File: config.mk
export PLATFORM = sky130hd
export DESIGN_NAME = reset_sequencer
export DESIGN_NICKNAME = d
export VERILOG_FILES = /design/src/rtl/reset_sequencer_pkg.sv /design/src/rtl/sync_ff.sv /design/src/rtl/reset_sequencer.sv
export SDC_FILE = /design/constraint.sdc
export NUM_CORES = 1
export LEC_CHECK = 0
export CORE_MARGIN = 2
export CORE_UTILIZATION = 51
export CTS_CLUSTER_DIAMETER = 60
export CTS_CLUSTER_SIZE = 10
export DETAILED_ROUTE_END_ITERATION = 7
export PLACE_DENSITY = 0.72
export SKIP_CTS_REPAIR_TIMING = 1
export SYNTH_ARGS = -nofsm -noshare
export SYNTH_HDL_FRONTEND = slang
export SYNTH_SLANG_ARGS = --single-unit
File: constraint.sdc
create_clock -name clk -period 2 [get_ports clk]
set_input_delay 0.6 -clock clk [delete_from_list [all_inputs] [get_ports clk]]
set_output_delay 0.6 -clock clk [all_outputs]
set_load 0.01 [all_outputs]
File: src/rtl/reset_sequencer_pkg.sv
// rtl/reset_sequencer_pkg.sv - shared halt-bus and sequencer state definitions
//
// Purpose : the definitions that the common header carries, plus the typed
//           state enum built from them.
//           HALTBUSWIDTH / HALT_SIM : halt bus width and the bit this block drives.
//           RSEQ_*                  : sequencer state encodings.
// Ports   : none (package).
`ifndef RESET_SEQUENCER_COMMON_VH
`define RESET_SEQUENCER_COMMON_VH
`define HALTBUSWIDTH  2
`define HALT_SIM      0
`define RSEQ_HOLD     2'd0
`define RSEQ_HALT_REL 2'd1
`define RSEQ_RST_REL  2'd2
`define RSEQ_RUN      2'd3
`endif

package reset_sequencer_pkg;

  localparam int HALT_BUS_W  = `HALTBUSWIDTH;
  localparam int HALT_SIM_IX = `HALT_SIM;

  typedef enum logic [1:0] {
    ST_HOLD     = `RSEQ_HOLD,
    ST_HALT_REL = `RSEQ_HALT_REL,
    ST_RST_REL  = `RSEQ_RST_REL,
    ST_RUN      = `RSEQ_RUN
  } rseq_state_e;

endpackage

File: src/rtl/sync_ff.sv
// rtl/sync_ff.sv - multi-stage flop synchronizer with async reset value
//
// Purpose : brings an asynchronous level into the clk domain.
// Ports   : clk_i  - destination clock
//           rst_i  - asynchronous active-high reset, loads RESET_VAL
//           d_i    - asynchronous input level
//           q_o    - synchronized level, STAGES edges behind d_i
module sync_ff #(
  parameter int   STAGES    = 2,
  parameter logic RESET_VAL = 1'b0
) (
  input  logic clk_i,
  input  logic rst_i,
  input  logic d_i,
  output logic q_o
);

  logic [STAGES-1:0] chain_q;
  logic [STAGES-1:0] chain_d;

  assign chain_d = {chain_q[STAGES-2:0], d_i};

  always_ff @(posedge clk_i or posedge rst_i) begin
    if (rst_i) begin
      chain_q <= {STAGES{RESET_VAL}};
    end else begin
      chain_q <= chain_d;
    end
  end

  assign q_o = chain_q[STAGES-1];

endmodule

File: src/rtl/reset_sequencer.sv
// rtl/reset_sequencer.sv - staged halt/reset release sequencer with restart
//
// Purpose : holds the core halted and all reset domains asserted after reset
//           or a restart request, then releases halt, then each domain in
//           turn on fixed cycle thresholds.
// Ports   : clk         - clock
//           reset       - asynchronous active-high reset
//           sw_req      - synchronous one-cycle restart request
//           ext_req_n   - asynchronous active-low restart button (level)
//           halt_out    - 1 while the core is halted
//           reset_n_out - per-domain active-low resets
//           busy        - 1 until the last domain is released
//           done        - one-cycle pulse on the edge the last domain releases
module reset_sequencer
  import reset_sequencer_pkg::*;
#(
  parameter int HALT_CYCLES  = 40,
  parameter int RESET_CYCLES = 50,
  parameter int NCHAN        = 1,
  parameter int STAGGER      = 0,
  parameter int SYNC_STAGES  = 2,
  parameter int CNT_W        = 8
) (
  input  logic             clk,
  input  logic             reset,
  input  logic             sw_req,
  input  logic             ext_req_n,
  output logic             halt_out,
  output logic [NCHAN-1:0] reset_n_out,
  output logic             busy,
  output logic             done
);

  localparam int LAST_CYCLE = RESET_CYCLES + (NCHAN - 1) * STAGGER;

  localparam logic [CNT_W-1:0] HALT_TH  = CNT_W'(HALT_CYCLES);
  localparam logic [CNT_W-1:0] RESET_TH = CNT_W'(RESET_CYCLES);
  localparam logic [CNT_W-1:0] LAST_TH  = CNT_W'(LAST_CYCLE);

  if (longint'(LAST_CYCLE) > ((longint'(1) << CNT_W) - 1)) begin : g_cnt_w_chk
    $error("reset_sequencer: CNT_W too narrow for the release schedule");
  end
  if (RESET_CYCLES < HALT_CYCLES) begin : g_order_chk
    $error("reset_sequencer: RESET_CYCLES must be >= HALT_CYCLES");
  end
  if (NCHAN < 1 || NCHAN > 16) begin : g_nchan_chk
    $error("reset_sequencer: NCHAN must be 1..16");
  end
  if (SYNC_STAGES < 2) begin : g_sync_chk
    $error("reset_sequencer: SYNC_STAGES must be >= 2");
  end

  logic ext_sync_n;

  sync_ff #(
    .STAGES    (SYNC_STAGES),
    .RESET_VAL (1'b1)
  ) u_ext_sync (
    .clk_i (clk),
    .rst_i (reset),
    .d_i   (ext_req_n),
    .q_o   (ext_sync_n)
  );

  logic req;
  assign req = sw_req | ~ext_sync_n;

  rseq_state_e      state_q, state_d;
  logic [CNT_W-1:0] cnt_q, cnt_d;
  logic             halt_q, halt_d;
  logic [NCHAN-1:0] rst_n_q, rst_n_d;
  logic             busy_q, busy_d;
  logic             done_q, done_d;

  // Every output is derived from the next count, so releases happen on the
  // very edge the count reaches its threshold.
  always_comb begin
    cnt_d   = cnt_q;
    state_d = state_q;
    if (req) begin
      cnt_d   = '0;
      state_d = ST_HOLD;
    end else begin
      if (state_q != ST_RUN) begin
        cnt_d = cnt_q + 1'b1;
      end
      if (cnt_d >= LAST_TH) begin
        state_d = ST_RUN;
      end else if (cnt_d >= RESET_TH) begin
        state_d = ST_RST_REL;
      end else if (cnt_d >= HALT_TH) begin
        state_d = ST_HALT_REL;
      end else begin
        state_d = ST_HOLD;
      end
    end
    halt_d = req || (cnt_d < HALT_TH);
    busy_d = (state_d != ST_RUN);
    done_d = (state_d == ST_RUN) && (state_q != ST_RUN);
  end

  for (genvar ch = 0; ch < NCHAN; ch++) begin : g_chan
    localparam logic [CNT_W-1:0] CH_TH = CNT_W'(RESET_CYCLES + ch * STAGGER);
    assign rst_n_d[ch] = !req && (cnt_d >= CH_TH);
  end

  always_ff @(posedge clk or posedge reset) begin
    if (reset) begin
      state_q <= ST_HOLD;
      cnt_q   <= '0;
      halt_q  <= 1'b1;
      rst_n_q <= '0;
      busy_q  <= 1'b1;
      done_q  <= 1'b0;
    end else begin
      state_q <= state_d;
      cnt_q   <= cnt_d;
      halt_q  <= halt_d;
      rst_n_q <= rst_n_d;
      busy_q  <= busy_d;
      done_q  <= done_d;
    end
  end

  assign halt_out    = halt_q;
  assign reset_n_out = rst_n_q;
  assign busy        = busy_q;
  assign done        = done_q;

endmodule

==> results of run 1 <==
## sequential cells by signal (all words and copies together), names as in the netlist
signal,flops
u_ext_sync.chain_q,2
halt_out,1
cnt_q,8
done,1
busy,1
reset_n_out,1
state_q,2
## Yosys cell counts
library cell	number	share of area (%)
nand3_1	2	1.2
a22oi_1	1	0.89
a311o_1	1	1.2
and3b_2	1	1.2
nand4_2	1	1.5
xor2_1	2	2.1
a311oi_1	1	1.0
clkbuf_1	1	0.44
xnor2_1	6	6.2
nand2b_1	1	0.74
and2_2	1	0.89
buf_6	1	1.3
o211ai_1	1	0.89
and2_1	2	1.5
nand2_1	3	1.3
inv_1	4	1.8
a21boi_4	1	2.2
dfrtp_1	12	35
o31ai_1	2	1.8
and3_2	1	0.89
a21oi_1	3	1.8
and4b_1	1	1.2
o21ai_0	2	1.2
nand4_1	1	0.74
mux2i_4	1	2.7
buf_4	1	0.89
and3_1	1	0.74
and3_4	1	1.3
nor2_1	11	4.9
o31ai_2	1	1.5
dfstp_2	4	12
o21a_1	1	0.89
and4bb_1	1	1.5
a41oi_1	1	1.0
ha_1	2	3.0
## kinds of logic (layout without fill, tap and decap cells)
logic type	count (synthesis)	after routing	synth area share (%)
DFF	16	16	47.9
and+or+nand+nor	28	28	19.5
muxes	1	1	2.66
AOI/OAI and AO/OA	15	15	14.3
adders and majority gates	2	2	2.95
buffers and inverters	7	18	4.43
xor gates and xnor gates	8	8	8.27
## per-layer routing
layer | global-route usage, % | vias up | wire length, microns
li1 | - | 293 | -
met1 | 26.4 | 296 | 730
met2 | 27.5 | 16 | 717
met3 | 3.60 | 4 | 59
met4 | 9.09 | 0 | 24
met5 | 0 | - | 0
## stage by stage
step	setup TNS [ns]	worst slack [ns]	cells
after detailed placement	-0.0489	-0.0489	100
after CTS	0	0.0491	104
after floorplan	0	0.329	77
final	0	0.0541	104
after global placement	0	0.0226	100
after global routing	0	0.0258	104
## worst min path at each step
stage,cells after the start,to,slack [ns]
2_1_floorplan,0,u_ext_sync.chain_q[1],0.35
3_3_place_gp,0,u_ext_sync.chain_q[1],0.35
5_1_grt,0,u_ext_sync.chain_q[1],0.38
4_1_cts,0,u_ext_sync.chain_q[1],0.37
3_5_place_dp,0,u_ext_sync.chain_q[1],0.36
6_report,0,u_ext_sync.chain_q[1],0.37
## power by group through the flow
| stage | Combinational, W | Clock (W) | Sequential (W) |
|---|---|---|---|
| global placement | 0.0000323 | 0 | 0.000338 |
| global route | 0.0000372 | 0.000234 | 0.000334 |
| detailed placement | 0.0000334 | 0 | 0.000339 |
| finish | 0.0000326 | 0.000218 | 0.000333 |
| CTS | 0.0000333 | 0.000220 | 0.000333 |
| floorplan | 0.0000200 | 0 | 0.000338 |
## area by class of cell
type	instances	area, sq um	share of cell area (%)
Sequential cell	16	405	41.6
Multi-Input combinational cell	54	404	41.5
Tap cell	16	20.0	2.06
Clock buffer	4	36.3	3.73
Inverter	4	15.0	1.54
Timing Repair Buffer	10	92.6	9.51
==> impl_metrics.toml, run 1 <==
[run_status]
status = "finished clean"

[die]
ios = 8
die_x_microns = 44.8
die_h_microns = 44.8
rows = 14
start_util_pct = 55.6
die_area_sq_um = 2000
core_sq_um = 1520

[grt]
gr-usage-all-layers_pct = 18.7
grt_pass1_vias = 561
grt_max_degree = 17
overflow = 0
grt_antenna_before_repair = 0
grt_pass1_wl_mm = 2.61

[timing]
slew_headroom_pct = 60.0
period_share_pct = 97.3
hold_slack_ns = 0.367
tightestPinTransition_ns = 0.600
finalSetupViolations = 0
period_needed_ns = 1.95
fmax_mhz = 514
hold_violations = 0
maxSlewViolCount = 0
grt_setup_unrepaired = "false"
skew_ns = 0.00392

[route]
via_per_inst = 5.86
drtIter0Drc = 12
wl_mm = 1.53
avgRoutedWirePerCell_microns = 14.7
ant_nets = 0
post-route-drc-count = 0
dr.pass1.iters = 4
vias = 609

[clock_network]
cts_tree = "yes"
h-tree-depth = 1
clock_sinks = 16
clock_latency_ns = 0.29
cts_made_buffers = 3
clkTransAtPathRegs_ns = 0.10
clockBufferDepth = 2
cts_root_buffer = "clkbuf_4"

[pwr]
swShare_pct = 22.1
p_int_w = 0.000455
p_sw_w = 0.000129
pwr-share-seq_pct = 57.1
ir_drop_mv = 0.404
total_power_w = 0.000584
leakage_nw = 0.418
p_per_area_nw_per_um2 = 600
clkPwrFrac_pct = 37.3
power_frac_comb_pct = 5.6

[critical_path]
end_kind = "output port"
cp-endpoint = "halt_out"
crit_start = "halt_out"
cp.arrival_ns = 1.35
cp_slowest_cell = "dfstp_2"
cp.depth = 1
startpoint_type = "register"
path_max_fanout = 1
cp_top_family = "flip-flops"
regToRegStartpoint = "cnt_q[0]"
r2r_slack_ns = 0.15
critPathRequiredTime_ns = 1.40
cp_num_buf_inv = 1
cpPeakStageDelay_ns = 0.53
rr_worst_depth = 6
crit_type = "reg2out"
path_cells = "clkdlybuf4s50_1"
r2r-end = "done"

[cells_and_area]
final_area_sq_um = 973
num-fill-cells = 127
nets = 95
syn_to_final_growth_pct = 14.9
final_cell_mix = "dfrtp_1, nor2_1, clkdlybuf4s50_1"
drive_gt1_share_pct = 21.6
n_antenna_cell = 0
final_util_pct = 63.9
final_common_cell = "dfrtp_1"

[placed_design]
dp_hpwl_mm = 1.15
routabilityCongestion = 0.856
placed_cell_area_sq_um = 937
io_buffers = 7

[synth]
ys_warn_count = 0
yosysSeqAreaShare_pct = 47.9
syn-mean-instance-area_sq_um = 11.0
synth_area_sq_um = 847
syn-instance-count = 77
synth_nets = 83
ys_ff_latch = 16
ys_types = 35

[min_path]
min_from = "u_ext_sync.chain_q[0]"
hold_path.class = "reg2reg"

[job]
cap_violations = 0
Note: power is estimated with default switching activity, not from simulation.
==> inputs of run 2 (changes only) <==
- ABC_CLOCK_PERIOD_IN_PS: default -> 2000
==> results of run 2 <==
Final layout, timing and power as in run 1 (identical DEF).
==> inputs of run 3 (changes only) <==
- CORE_MARGIN: 2 -> default
==> impl_metrics.toml, run 3 (synthesis gave the netlist of run 1 again) <==
[placed_design]
dp_cells = 100
dp_hpwl_mm = 1.01
routabilityCongestion = 0.799
io_buffers = 7
placed_cell_area_sq_um = 937

[die]
ios = 8
start_util_pct = 55.6
die_x_microns = 42.8
rows = 14
core_sq_um = 1520
die_area_sq_um = 1830
die_h_microns = 42.8

[timing]
fmax_mhz = 518
grt_setup_unrepaired = "false"
slew_headroom_pct = 61.7
period_needed_ns = 1.93
tightestPinTransition_ns = 0.574
skew_ns = 0.000691
finalSetupViolations = 0
maxSlewViolCount = 0
period_share_pct = 96.6
hold_violations = 0

[route]
post-route-drc-count = 0
avgRoutedWirePerCell_microns = 13.1
drtIter0Drc = 7
dr.pass1.iters = 4
ant_nets = 0
wl_mm = 1.36
via_per_inst = 5.57
vias = 579

[grt]
gr-usage-all-layers_pct = 18.0
grt_pass1_wl_mm = 2.51
grt_antenna_before_repair = 0
grt_pass1_vias = 607
overflow = 0
grt_max_degree = 17

[clock_network]
clock_sinks = 16
cts_tree = "yes"
clkTransAtPathRegs_ns = 0.09
cts_made_buffers = 3
cts_root_buffer = "clkbuf_4"
clock_latency_ns = 0.28
h-tree-depth = 1
clockBufferDepth = 2

[cells_and_area]
regMostFlops = "cnt_q"
fin_cells = 104
reg_top3 = "cnt_q (8), state_q (2), u_ext_sync.chain_q (2)"
largest_register_ffs = 8
final_area_sq_um = 973
final_util_pct = 63.9
final_cell_mix = "dfrtp_1, nor2_1, clkdlybuf4s50_1"
final_common_cell = "dfrtp_1"
n_antenna_cell = 0
syn_to_final_growth_pct = 14.9
drive_gt1_share_pct = 21.6
nets = 95

[run_status]
status = "finished clean"

[min_path]
hold_path.class = "reg2reg"
whs_path_depth = 0
min_from = "u_ext_sync.chain_q[0]"
whs_endpoint = "u_ext_sync.chain_q[1]"

[critical_path]
cpPeakStageDelay_ns = 0.53
rr_worst_depth = 6
critPathRequiredTime_ns = 1.40
cp_num_buf_inv = 1
cp_slowest_cell = "dfstp_2"
r2r_slack_ns = 0.16
crit_type = "reg2out"
startpoint_type = "register"
r2r-end = "done"
end_kind = "output port"
path_max_fanout = 1
cp.arrival_ns = 1.33
regToRegStartpoint = "cnt_q[0]"
cp_top_family = "flip-flops"
path_cells = "clkdlybuf4s50_1"

[pwr]
p_per_area_nw_per_um2 = 591
ir_drop_mv = 0.455
leakage_nw = 0.418
total_power_w = 0.000575

[job]
cap_violations = 0
run 3: worst max path at each step:
stage | from | end | slack (ns) | depth (start not counted)
2_1_floorplan | sw_req | done | 0.33 | 6
6_report | halt_out | halt_out | 0.07 | 1
3_3_place_gp | sw_req | done | -0.03 | 6
5_1_grt | halt_out | halt_out | 0.02 | 1
4_1_cts | halt_out | halt_out | 0.05 | 1
3_5_place_dp | sw_req | done | -0.06 | 6
run 3: worst reg2reg max path, delay by kind of cell (launching register included):
kind | cells | cell delay (ns)
flip-flops | 1 | 0.45
AND/OR/NAND/NOR | 2 | 0.47
adder cells (fa/ha/maj) | 1 | 0.37
AO/OA/AOI/OAI | 3 | 0.47
run 3: final cells by class:
class / instances / area (sq um)
Timing Repair Buffer: 10 / 92.6
Multi-Input combinational cell: 54 / 404
Inverter: 4 / 15.0
Sequential cell: 16 / 405
Clock buffer: 4 / 36.3
Tap cell: 16 / 20.0
Fill cell: 129 / 551
run 3: metal layers:
layer / GRT usage, % / share of wire (%)
met5: 0 / 0
met4: 6.25 / 0.29
met3: 5.11 / 3.6
met2: 28.2 / 47
met1: 23.8 / 49
run 3: power breakdown:
group / leakage [nW] / internal, W / total (W) / switching, W
Combinational: 0.189 / 0.0000145 / 0.0000326 / 0.0000181
Clock: 0.0210 / 0.000111 / 0.000210 / 0.0000993
Sequential: 0.209 / 0.000329 / 0.000333 / 0.00000369
run 3: per-stage QoR:
stage | hold slack [ns] | worst slack (ns) | setup TNS [ns]
6_report | 0.362 | 0.0679 | 0
5_1_grt | 0.369 | 0.0228 | 0
4_1_cts | 0.366 | 0.0512 | 0
3_5_place_dp | 0.351 | -0.0552 | -0.0552
3_3_place_gp | 0.346 | -0.0316 | -0.0316
2_1_floorplan | 0.345 | 0.329 | 0
